**src/rtl/pa_fdsu_pkg.sv**
```systemverilog
// rtl/pa_fdsu_pkg.sv - shared FSM states, rounding modes and width helpers for the FDSU prep stage
package pa_fdsu_pkg;

  localparam int EXPNT_W = 13;

  typedef enum logic [1:0] {
    ST_IDLE  = 2'd0,
    ST_NORM0 = 2'd1,
    ST_NORM1 = 2'd2,
    ST_DONE  = 2'd3
  } fdsu_state_e;

  localparam logic [2:0] RM_RNE = 3'b000;
  localparam logic [2:0] RM_RTZ = 3'b001;
  localparam logic [2:0] RM_RDN = 3'b010;
  localparam logic [2:0] RM_RUP = 3'b011;
  localparam logic [2:0] RM_RMM = 3'b100;

  function automatic int fdsu_expw(input int flen);
    return (flen == 64) ? 11 : 8;
  endfunction

  function automatic int fdsu_fracw(input int flen);
    return (flen == 64) ? 52 : 23;
  endfunction

  function automatic int fdsu_bias(input int flen);
    return (flen == 64) ? 1023 : 127;
  endfunction

  // Overflow-to-largest-finite flag: set when the rounding direction points toward zero for this sign.
  function automatic logic fdsu_lfn(input logic [2:0] rm, input logic sign);
    case (rm)
      RM_RTZ:  return 1'b1;
      RM_RDN:  return !sign;
      RM_RUP:  return sign;
      default: return 1'b0;
    endcase
  endfunction

endpackage

```
**src/rtl/pa_fdsu_lzc.sv**
```systemverilog
// rtl/pa_fdsu_lzc.sv - combinational leading-zero count; an all-zero input returns W
module pa_fdsu_lzc #(
  parameter int W  = 23,
  parameter int CW = $clog2(W + 1)
) (
  input  logic [W-1:0]  data_i,
  output logic [CW-1:0] cnt_o
);

  always_comb begin
    cnt_o = CW'(W);
    for (int i = 0; i < W; i++) begin
      if (data_i[i]) cnt_o = CW'(W - 1 - i);
    end
  end

endmodule

```
**src/rtl/pa_fdsu_prep_seq.sv**
```systemverilog
// rtl/pa_fdsu_prep_seq.sv - operand capture and denormal pre-normalisation ahead of the FDSU divide/sqrt core
module pa_fdsu_prep_seq
  import pa_fdsu_pkg::*;
#(
  parameter int FLEN = 32,
  localparam int EXPW  = fdsu_expw(FLEN),
  localparam int FRACW = fdsu_fracw(FLEN),
  localparam int MW    = FRACW + 1,
  localparam int BIAS  = fdsu_bias(FLEN),
  localparam int REMW  = MW + 8
) (
  input  logic                 forever_cpuclk,
  input  logic                 cpurst,
  input  logic                 fdsu_flush,
  input  logic                 in_vld,
  output logic                 in_rdy,
  input  logic [1:0]           in_func,
  input  logic [FLEN-1:0]      in_srcf0,
  input  logic [FLEN-1:0]      in_srcf1,
  input  logic [2:0]           in_rm,
  output logic                 out_vld,
  input  logic                 out_rdy,
  output logic                 out_div,
  output logic                 out_sqrt,
  output logic                 out_result_sign,
  output logic                 out_of_result_lfn,
  output logic                 out_op1_id_vld,
  output logic [2:0]           out_rm,
  output logic [EXPNT_W-1:0]   out_expnt_adder_op0,
  output logic [EXPNT_W-1:0]   out_expnt_adder_op1,
  output logic [REMW-1:0]      out_remainder,
  output logic [MW-1:0]        out_divisor
);

  localparam int LZW = $clog2(FRACW + 1);

  fdsu_state_e state_q, state_d;
  logic accept;
  logic load_out;

  logic [EXPW-1:0]    exp_fld0, exp_fld1;
  logic               in_id0, in_id1;

  logic [1:0]         func_q, func_d;
  logic [2:0]         rm_q, rm_d;
  logic               sign0_q, sign0_d, sign1_q, sign1_d;
  logic               id1_q, id1_d;
  logic [FRACW-1:0]   frac0_q, frac0_d, frac1_q, frac1_d;
  logic [MW-1:0]      mant0_q, mant0_d, mant1_q, mant1_d;
  logic [EXPNT_W-1:0] exp0_q, exp0_d, exp1_q, exp1_d;

  logic [FRACW-1:0]   lzc_in;
  logic [LZW-1:0]     lz_cnt;
  logic [MW-1:0]      norm_mant;
  logic [EXPNT_W-1:0] norm_exp;

  logic               res_sign;
  logic [EXPNT_W-1:0] op1_nxt;
  logic [MW-1:0]      divisor_nxt;
  logic [REMW-1:0]    rem_nxt;

  logic               out_div_q, out_sqrt_q, out_sign_q, out_lfn_q, out_id1_q;
  logic [2:0]         out_rm_q;
  logic [EXPNT_W-1:0] out_op0_q, out_op1_q;
  logic [REMW-1:0]    out_rem_q;
  logic [MW-1:0]      out_dvs_q;

  assign exp_fld0 = in_srcf0[FLEN-2 -: EXPW];
  assign exp_fld1 = in_srcf1[FLEN-2 -: EXPW];
  assign in_id0   = (exp_fld0 == '0);
  assign in_id1   = in_func[1] && (exp_fld1 == '0);

  // Flush wins over a same-cycle request, so readiness is withdrawn while it is high.
  assign in_rdy = !fdsu_flush &&
                  ((state_q == ST_IDLE) || ((state_q == ST_DONE) && out_rdy));
  assign accept = in_vld && in_rdy;

  always_ff @(posedge forever_cpuclk) begin
    if (cpurst) state_q <= ST_IDLE;
    else        state_q <= state_d;
  end

  always_comb begin
    state_d = state_q;
    case (state_q)
      ST_NORM0: state_d = id1_q ? ST_NORM1 : ST_DONE;
      ST_NORM1: state_d = ST_DONE;
      ST_DONE:  if (out_rdy) state_d = ST_IDLE;
      default:  state_d = state_q;
    endcase
    if (accept)     state_d = in_id0 ? ST_NORM0 : (in_id1 ? ST_NORM1 : ST_DONE);
    if (fdsu_flush) state_d = ST_IDLE;
  end

  // One counter serves both operands: NORM0 works on op0, NORM1 on op1.
  assign lzc_in = (state_q == ST_NORM1) ? frac1_q : frac0_q;

  pa_fdsu_lzc #(
    .W  (FRACW),
    .CW (LZW)
  ) u_lzc (
    .data_i (lzc_in),
    .cnt_o  (lz_cnt)
  );

  assign norm_mant = {lzc_in, 1'b0} << lz_cnt;
  assign norm_exp  = EXPNT_W'(0) - EXPNT_W'(lz_cnt);

  always_comb begin
    func_d  = func_q;
    rm_d    = rm_q;
    sign0_d = sign0_q;
    sign1_d = sign1_q;
    id1_d   = id1_q;
    frac0_d = frac0_q;
    frac1_d = frac1_q;
    mant0_d = mant0_q;
    exp0_d  = exp0_q;
    mant1_d = mant1_q;
    exp1_d  = exp1_q;
    if (accept) begin
      func_d  = in_func;
      rm_d    = in_rm;
      sign0_d = in_srcf0[FLEN-1];
      sign1_d = in_srcf1[FLEN-1];
      id1_d   = in_id1;
      frac0_d = in_srcf0[FRACW-1:0];
      frac1_d = in_srcf1[FRACW-1:0];
      // Normal-operand values; a denormal operand is rewritten in its NORM state.
      mant0_d = {1'b1, in_srcf0[FRACW-1:0]};
      exp0_d  = {{(EXPNT_W-EXPW){1'b0}}, exp_fld0};
      mant1_d = {1'b1, in_srcf1[FRACW-1:0]};
      exp1_d  = {{(EXPNT_W-EXPW){1'b0}}, exp_fld1};
    end else if (state_q == ST_NORM0) begin
      mant0_d = norm_mant;
      exp0_d  = norm_exp;
    end else if (state_q == ST_NORM1) begin
      mant1_d = norm_mant;
      exp1_d  = norm_exp;
    end
  end

  always_comb begin
    res_sign    = func_d[1] ? (sign0_d ^ sign1_d) : sign0_d;
    op1_nxt     = '0;
    divisor_nxt = '0;
    rem_nxt     = '0;
    if (func_d[1]) begin
      op1_nxt     = exp1_d;
      divisor_nxt = mant1_d;
      rem_nxt     = {5'b0, mant0_d, 3'b0};
    end else if (func_d[0]) begin
      op1_nxt = EXPNT_W'(BIAS);
      rem_nxt = exp0_d[0] ? {6'b0, mant0_d, 2'b0} : {5'b0, mant0_d, 3'b0};
    end
  end

  // Results load only on entry to DONE, so they hold while the consumer stalls.
  assign load_out = (state_d == ST_DONE) && ((state_q != ST_DONE) || accept);

  always_ff @(posedge forever_cpuclk) begin
    if (cpurst) begin
      func_q     <= '0;
      rm_q       <= '0;
      sign0_q    <= 1'b0;
      sign1_q    <= 1'b0;
      id1_q      <= 1'b0;
      frac0_q    <= '0;
      frac1_q    <= '0;
      mant0_q    <= '0;
      exp0_q     <= '0;
      mant1_q    <= '0;
      exp1_q     <= '0;
      out_div_q  <= 1'b0;
      out_sqrt_q <= 1'b0;
      out_sign_q <= 1'b0;
      out_lfn_q  <= 1'b0;
      out_id1_q  <= 1'b0;
      out_rm_q   <= '0;
      out_op0_q  <= '0;
      out_op1_q  <= '0;
      out_rem_q  <= '0;
      out_dvs_q  <= '0;
    end else begin
      func_q  <= func_d;
      rm_q    <= rm_d;
      sign0_q <= sign0_d;
      sign1_q <= sign1_d;
      id1_q   <= id1_d;
      frac0_q <= frac0_d;
      frac1_q <= frac1_d;
      mant0_q <= mant0_d;
      exp0_q  <= exp0_d;
      mant1_q <= mant1_d;
      exp1_q  <= exp1_d;
      if (load_out) begin
        out_div_q  <= func_d[1];
        out_sqrt_q <= func_d[0];
        out_sign_q <= res_sign;
        out_lfn_q  <= fdsu_lfn(rm_d, res_sign);
        out_id1_q  <= id1_d;
        out_rm_q   <= rm_d;
        out_op0_q  <= exp0_d;
        out_op1_q  <= op1_nxt;
        out_rem_q  <= rem_nxt;
        out_dvs_q  <= divisor_nxt;
      end
    end
  end

  assign out_vld             = (state_q == ST_DONE);
  assign out_div             = out_div_q;
  assign out_sqrt            = out_sqrt_q;
  assign out_result_sign     = out_sign_q;
  assign out_of_result_lfn   = out_lfn_q;
  assign out_op1_id_vld      = out_id1_q;
  assign out_rm              = out_rm_q;
  assign out_expnt_adder_op0 = out_op0_q;
  assign out_expnt_adder_op1 = out_op1_q;
  assign out_remainder       = out_rem_q;
  assign out_divisor         = out_dvs_q;

endmodule

```
**config.mk**
```make
export PLATFORM = sky130hd
export DESIGN_NAME = pa_fdsu_prep_seq
export DESIGN_NICKNAME = d
export VERILOG_FILES = /design/src/rtl/pa_fdsu_pkg.sv /design/src/rtl/pa_fdsu_lzc.sv /design/src/rtl/pa_fdsu_prep_seq.sv
export SDC_FILE = /design/constraint.sdc
export NUM_CORES = 1
export LEC_CHECK = 0
export ABC_AREA = 1
export ABC_CLOCK_PERIOD_IN_PS = 4850
export CAP_MARGIN = 20
export CORE_MARGIN = 4
export CORE_UTILIZATION = 54
export CTS_CLUSTER_SIZE = 24
export DETAILED_ROUTE_END_ITERATION = 8
export GPL_TIMING_DRIVEN = 0
export PLACE_DENSITY_LB_ADDON = 0.15
export RECOVER_POWER = 50
export SLEW_MARGIN = 20
export SYNTH_ARGS = -nofsm -noshare
export SYNTH_HDL_FRONTEND = slang
export SYNTH_HIERARCHICAL = 1
export SYNTH_SLANG_ARGS = --single-unit
```
**constraint.sdc**
```tcl
create_clock -name forever_cpuclk -period 4.85 [get_ports forever_cpuclk]
set_input_delay 0.485 -clock forever_cpuclk [delete_from_list [all_inputs] [get_ports forever_cpuclk]]
set_output_delay 0.485 -clock forever_cpuclk [all_outputs]
set_load 0.01 [all_outputs]
```
Word-level counts from Yosys, hierarchy flattened
Index checks and enable logic that the tools add are counted.

storage, ports and cells
  bits in registers = 220
  latch bits = 0
  memory bits (writable) = 0
  ROM bits = 0
  input bits = 74
  output and inout port bits = 92
  word-level logic and storage cells = 99
  memories kept = 0

operators by class
  $add $sub $neg = 1
  multipliers = 0
  divide/modulo/power cells = 0
  magnitude comparators = 0
  equal/unequal tests = 8
  shift operators = 1
  multiplexer cells = 54
  bitwise logic cells = 1
  reductions and logical operators = 12

operators by type and width
  operator                                                                number
  24-bit two-way mux                                                      6
  27-bit two-way mux                                                      3
  5-bit two-way mux                                                       16
  13-bit two-way mux                                                      6
  24-bit by 5-bit left shift with 24-bit output                           1
  23-bit two-way mux                                                      1
  8-bit zero test                                                         2
  3-bit two-way mux                                                       5
  2-bit two-way mux                                                       7
  1-bit two-way mux                                                       7
  7-bit two-way mux                                                       1
  2-bit equality test (second input constant)                             3
  3-bit by 2-bit equality test with 1-bit output (second input constant)  2
  2-bit one-hot mux with 3 select lines                                   1
  1-bit by 5-bit subtractor with 6-bit output (first input constant)      1
  1-bit logical AND                                                       5
  3-bit by 1-bit equality test with 1-bit output (second input constant)  1
  1-bit one-hot mux with 3 select lines                                   1
  2-bit by 1-bit equality test with 1-bit output (second input constant)  1
  1-bit zero test                                                         2
  2-bit zero test                                                         1
  1-bit logical OR                                                        2
  2-bit inequality test (second input constant)                           1
  1-bit bitwise XOR                                                       1

Longest topological paths before layout
  depth after elaboration = 31
  gate-level depth with buffers = 45
  gate-level depth less buffers = 42

By module
Netlist, hierarchy kept.

modules (own cells, without submodules)
  module            instances  cells each  area each (um2)  seq. area each (um2)
  pa_fdsu_prep_seq  1          1495        10037.1          4264.1
  pa_fdsu_lzc       1          67          322.8            0.0

Worst setup path before layout
No wires, ideal clock.

  path type = register to register
  from = register state_q[0]
  to = register out_op1_q[4] (netlist: out_expnt_adder_op1[4])
  setup time = 0.070 ns
  data arrival time = 3.299 ns
  required time = 4.780 ns
  setup slack = 1.480 ns
  stages on the path, launching flop included = 41
  path buffers = 4
  clock period less this slack = 3.370 ns
  path through = dfxtp_1 inv_2 nand2_1 buf_2 nand2_1 nand2_1 inv_1 nand2_1 nand2_1 nand2_1 nand2_1 nand2_1 nand2_1 nand2_1 nand2_1 nand2_1 nand2_1 nand2_1 [... 5 more ...] nand2_1 nand2_1 nand2_1 nand2_1 a21oi_2 buf_2 inv_1 buf_2 buf_2 ha_1 nand2_1 xor2_1 nand2_1 nand3_1 o21ai_0 o21ai_0 nand2_1 a21oi_1

between the ends
  elaborated cells on any way between the ends = 47
  those cells by class = add/sub (1); eq/ne (5); mux (34); reduce/logical (7)

RTL lines
  element                                      RTL line                 source
  start, declared                              pa_fdsu_prep_seq.sv:37   fdsu_state_e state_q, state_d;
  start signal, assigned                       pa_fdsu_prep_seq.sv:80   else state_q <= state_d;
  2-bit equality test                          pa_fdsu_prep_seq.sv:96   assign lzc_in = (state_q == ST_NORM1) ? frac1_q : frac0_q;
  23-bit two-way mux                           pa_fdsu_prep_seq.sv:96
  named net lzc_in[1]                          pa_fdsu_prep_seq.sv:52   logic [FRACW-1:0] lzc_in;
  2-bit two-way mux (2 in series)              pa_fdsu_lzc.sv:13        if (data_i[i]) cnt_o = CW'(W - 1 - i);
  3-bit two-way mux (4 in series)              pa_fdsu_lzc.sv:13
  5-bit two-way mux (16 in series)             pa_fdsu_lzc.sv:13
  named net lz_cnt[0]                          pa_fdsu_prep_seq.sv:53   logic [LZW-1:0] lz_cnt;
  1-bit by 5-bit subtractor with 6-bit output  pa_fdsu_prep_seq.sv:107  assign norm_exp = EXPNT_W'(0) - EXPNT_W'(lz_cnt);
  13-bit two-way mux                           pa_fdsu_prep_seq.sv:137  end else if (state_q == ST_NORM1) begin
  13-bit two-way mux                           pa_fdsu_prep_seq.sv:134  end else if (state_q == ST_NORM0) begin
  13-bit two-way mux                           pa_fdsu_prep_seq.sv:121  if (accept) begin
  13-bit two-way mux                           pa_fdsu_prep_seq.sv:148  if (func_d[1]) begin
  end signal, assigned                         pa_fdsu_prep_seq.sv:204  out_op1_q <= op1_nxt;
  end, declared                                pa_fdsu_prep_seq.sv:64   logic [EXPNT_W-1:0] out_op0_q, out_op1_q;

The timed path passes the listed nets, and every way through them passes these cells.
A chain may end at the register's enable or synchronous reset.

Worst setup path in the final report
  from = register state_q[1]
  to = register out_op1_q[4] (netlist: out_expnt_adder_op1[4])

between the ends
  elaborated cells on any way between the ends = 47
  those cells by class = add/sub (1); eq/ne (5); mux (34); reduce/logical (7)

RTL lines
  element                                      RTL line
  2-bit equality test                          pa_fdsu_prep_seq.sv:96
  23-bit two-way mux                           pa_fdsu_prep_seq.sv:96
  named net lzc_in[12]                         pa_fdsu_prep_seq.sv:52
  5-bit two-way mux (11 in series)             pa_fdsu_lzc.sv:13
  named net lz_cnt[1]                          pa_fdsu_prep_seq.sv:53
  1-bit by 5-bit subtractor with 6-bit output  pa_fdsu_prep_seq.sv:107
  13-bit two-way mux                           pa_fdsu_prep_seq.sv:137
  13-bit two-way mux                           pa_fdsu_prep_seq.sv:134
  13-bit two-way mux                           pa_fdsu_prep_seq.sv:121
  13-bit two-way mux                           pa_fdsu_prep_seq.sv:148

The timed path passes the listed nets, and every way through them passes these cells.

==> summary.txt <==
CTS
  – # clock sinks: between 200 and 250
  – Clock Latency Late Sink: about 0.54 ns
  – Cts hold-fix bufs: 0
  – Worst-path clk slew: about 0.06 ns
  – Clk buf depth: 3
  – Clk root buf: clkbuf_16
  – CTS tree: done
  – Post-CTS Setup Bufs: 0
  – Resize count post-CTS: 0
  – H-tree levels: 1
  – TritonCTS buffer count: 22

STA
  – Final period util: about 93%
  – RSZ-0062 raised after global routing: no
  – Max Fclk: 0.223 GHz
  – Final hold slack: approximately 0.46 ns
  – Layout Skew: between 0.02 and 0.03 ns
  – Final hold vios: 0
  – Setup_tns: 0 ns
  – Final count of negative-setup-slack endpoints: 0
  – Measured slew at the worst slew-check pin: 0.918 ns
  – Setup ws final: 0.362 ns
  – Final min period: around 4.5 ns
  – Slew HR: around 39%
  – Pins over their slew limit: 0

Pwr
  – P_int: about 3.2 mW
  – Worst vdd ir: 0.337 mV
  – Sequential share of power: between 30% and 40%
  – Leak pwr: around 5.9 nW
  – Comb pwr share: between 20% and 30%
  – Clk pwr share: between 30% and 40%
  – PD cells: approximately 390 mW/mm^2
  – Net Sw Power: 1.79 mW
  – Sw Ratio: between 30 and 40%

Floorplan
  – Initial core utilization: 55.2%
  – Die area: 0.0215 sq mm
  – Vert. Die Dim: ~150 microns
  – Die width: ~150 microns
  – I/O pins: ~170
  – Core footprint: 0.0188 sq mm
  – Row count: 50

Critical path
  – Startpoint Class: flop
  – Crit. End Element: flop
  – Worst path arrival time: a little under 5 ns
  – CP Data Required Time: about 5.3 ns
  – WS Path Type: flop to flop
  – Crit path max fanout: 10

Routing
  – Remaining DRCs: 0
  – Detailed-route via count: between 10,000 and 15,000
  – WL per Instance: approximately 21 microns
  – Antenna Violating Nets Remaining: 0
  – Total Routed Length: roughly 42,000 microns
  – DR pass1 iterations: 6
  – Initial DRC count: approximately 1,400
  – Vias per cell: 5.90

Logic synthesis
  – Mapped Cells: between 1,500 and 2,000
  – Number of flops mapped to enable cells by yosys: 0
  – Seq/Total Area, Yosys: about two fifths
  – Share of synthesized flip-flops with an asynchronous set or reset: 0%
  – Synth Area per Inst: between 6 and 7 sq um
  – Prevailing post-synth register cell: dfxtp_1
  – Seq cells post-synth: ~210
  – Synth warnings: 6
  – Distinct cells, synth: 45
  – Mapped cell area: 0.0104 sq mm

Layout
  – Filler cell count: approximately 1,600
  – Register area: approximately 0.0043 sq mm
  – Share of post-route cells with drive strength above 1: 5.73%
  – Final #Nets: roughly 1,800
  – # diodes: 0
  – Area delta synth->final: 24.7%
  – Multi-input logic area: slightly above 0.005 sq mm

GRT
  – Overall Global Routing Usage: between 30% and 40%
  – Busiest layer in global routing: met2
  – M3 GR Usage: 5.99%
  – Initial antenna violation count: 0
  – Largest net degree at the start of global routing: 14
  – First-pass GRT wire length: 63,100 microns
  – Total global routing overflow: 0
  – Met2 Usage GRT: approximately three fifths
  – Vias in the first global route: approximately 11,000
  – Met1 usage: between 40% and 50%

Placement
  – Detailed Place HPWL: 32,400 microns
  – Routability Congestion: between 1 and 1.5
  – Port Buffers: 157
  – Post-Place Setup Slack: 0.0903 ns

Status
  – Status: complete, no violations

Flow run
  – Number of max-cap violations: 0

Worst hold path
  – Hold Crit Class: flop to flop
[cell usage in the layout (no fill, tap or decap), types with 5 or more instances in the layout]
cell type,count
a211oi_1,5
nand3_1,232
buf_4,11
dfxtp_1,212
o21ai_1,5
clkdlybuf4s50_1,72
nand2_1,476
inv_2,6
conb_1,7
nor2_1,117
inv_1,101
clkbuf_16,22
o211ai_1,26
buf_2,19
a21oi_1,142
or2_2,13
buf_1,11
dlygate4sd3_1,85
clkbuf_1,72
clkinv_2,5
o21ai_0,69
[registers in the layout, indices dropped and copies added (netlist names)]
signal / flops
func_q: 2
out_of_result_lfn: 1
mant0_q: 24
rm_q: 3
out_result_sign: 1
exp1_q: 13
out_sqrt: 1
out_divisor: 24
sign0_q: 1
frac0_q: 23
id1_q: 1
out_remainder: 25
sign1_q: 1
out_rm: 3
exp0_q: 13
out_div: 1
out_op1_id_vld: 1
out_expnt_adder_op0: 13
mant1_q: 24
out_expnt_adder_op1: 13
frac1_q: 23
state_q: 2
[final cells by class]
| class | count | share of cell area [%] |
|---|---|---|
| multi-input combinational | 1133 | 39.9 |
| sequential | 213 | 33.0 |
| timing repair buffer | 157 | 12.2 |
| clock buffer | 31 | 4.60 |
| buffer | 111 | 3.84 |
| inverter | 111 | 3.54 |
| tap | 234 | 2.27 |
| clock inverter | 8 | 0.716 |
[synthesized netlist by cell type (2+ instances only)]
library cell    n  share of area, %
a31oi_1         4              0.24
nand3_1       231                11
nand2_1       476                17
or2_2          13              0.79
xor2_1          3              0.25
a21oi_1       143               6.9
nor2_1        116               4.2
inv_2           8              0.29
nor4_1          4              0.24
dfxtp_1       213                41
o211ai_1       26               1.9
a211oi_1        5              0.36
nor2_2          2              0.12
buf_4          13              0.94
clkbuf_1       48               1.7
o21ai_1         6              0.29
and3_1          2              0.12
a21o_1          2              0.14
bufinv_8        3              0.51
o21ai_2         3              0.25
a21boi_0        2              0.14
buf_1          11              0.40
buf_2          38               1.8
o21ai_0        68               3.3
a32o_1          3              0.29
nor2_4          2              0.22
inv_1          99               3.6
[cells by family after synthesis]
| group | share of synthesized area, % |
|---|---|
| and+or+nand+nor | 34.6 |
| AOI/OAI and AO/OA | 14.3 |
| buffers and inverters | 9.44 |
| DFF | 41.2 |
| xor gates and xnor gates | 0.338 |
| adders and majority gates | 0.121 |
| other | 0.0362 |
[per-stage QoR]
step | instances | utilization [%] | power, mW | cell area [sq um]
after detailed placement | 1959 | 65.3 | 3.33 | 12200
after global placement | 1959 | 65.3 | 3.33 | 12200
final | 1998 | 68.9 | 5.01 | 12900
after CTS | 1998 | 68.9 | 4.94 | 12900
after global routing | 1998 | 68.9 | 5.19 | 12900
after floorplan | 1568 | - | 2.81 | 10400
[per-layer routing]
layer | routed length, microns | up-vias
met5 | 0 | -
met4 | 2870 | 0
met3 | 4170 | 167
met2 | 18600 | 772
met1 | 16200 | 5399
li1 | - | 5457
[worst max-delay path, stage by stage, from the launching register on]
cell	delay (ns)
dfxtp_2	0.41
inv_1	0.07
nor2_1	0.33
buf_2	0.42
nand2_1	0.26
nand2_1	0.15
nor2_1	0.08
nand2_1	0.06
nand2_1	0.05
nand3_1	0.07
nand3_1	0.08
a311oi_1	0.22
clkbuf_2	0.33
inv_1	0.18
buf_1	0.32
ha_1	0.33
nand2_1	0.09
xor2_1	0.25
nand2_1	0.09
nand3_1	0.08
o21ai_0	0.15
o21ai_1	0.19
nand2_1	0.08
a21oi_1	0.14
[path summary, 6_finish.rpt]
check	start	to	slack, ns	depth (start not counted)
setup reg to reg	state_q[1]$_SDFF_PP0_	out_expnt_adder_op1[4]$_SDFFE_PP0P_	0.36	23
hold reg to reg	out_expnt_adder_op1[9]$_SDFFE_PP0P_	out_expnt_adder_op1[9]$_SDFFE_PP0P_	0.46	2
setup / recovery	state_q[1]$_SDFF_PP0_	out_expnt_adder_op1[4]$_SDFFE_PP0P_	0.36	23
hold / removal	out_expnt_adder_op1[9]$_SDFFE_PP0P_	out_expnt_adder_op1[9]$_SDFFE_PP0P_	0.46	2
[power groups by stage]
stage / Combinational [mW] / Sequential [mW] / Clock [mW]
after detailed placement: 1.41 / 1.93 / 0
after floorplan: 0.880 / 1.93 / 0
after global routing: 1.58 / 1.90 / 1.71
final: 1.48 / 1.89 / 1.64
after CTS: 1.42 / 1.89 / 1.63
after global placement: 1.40 / 1.92 / 0
Power figures use the tool's default switching activity.
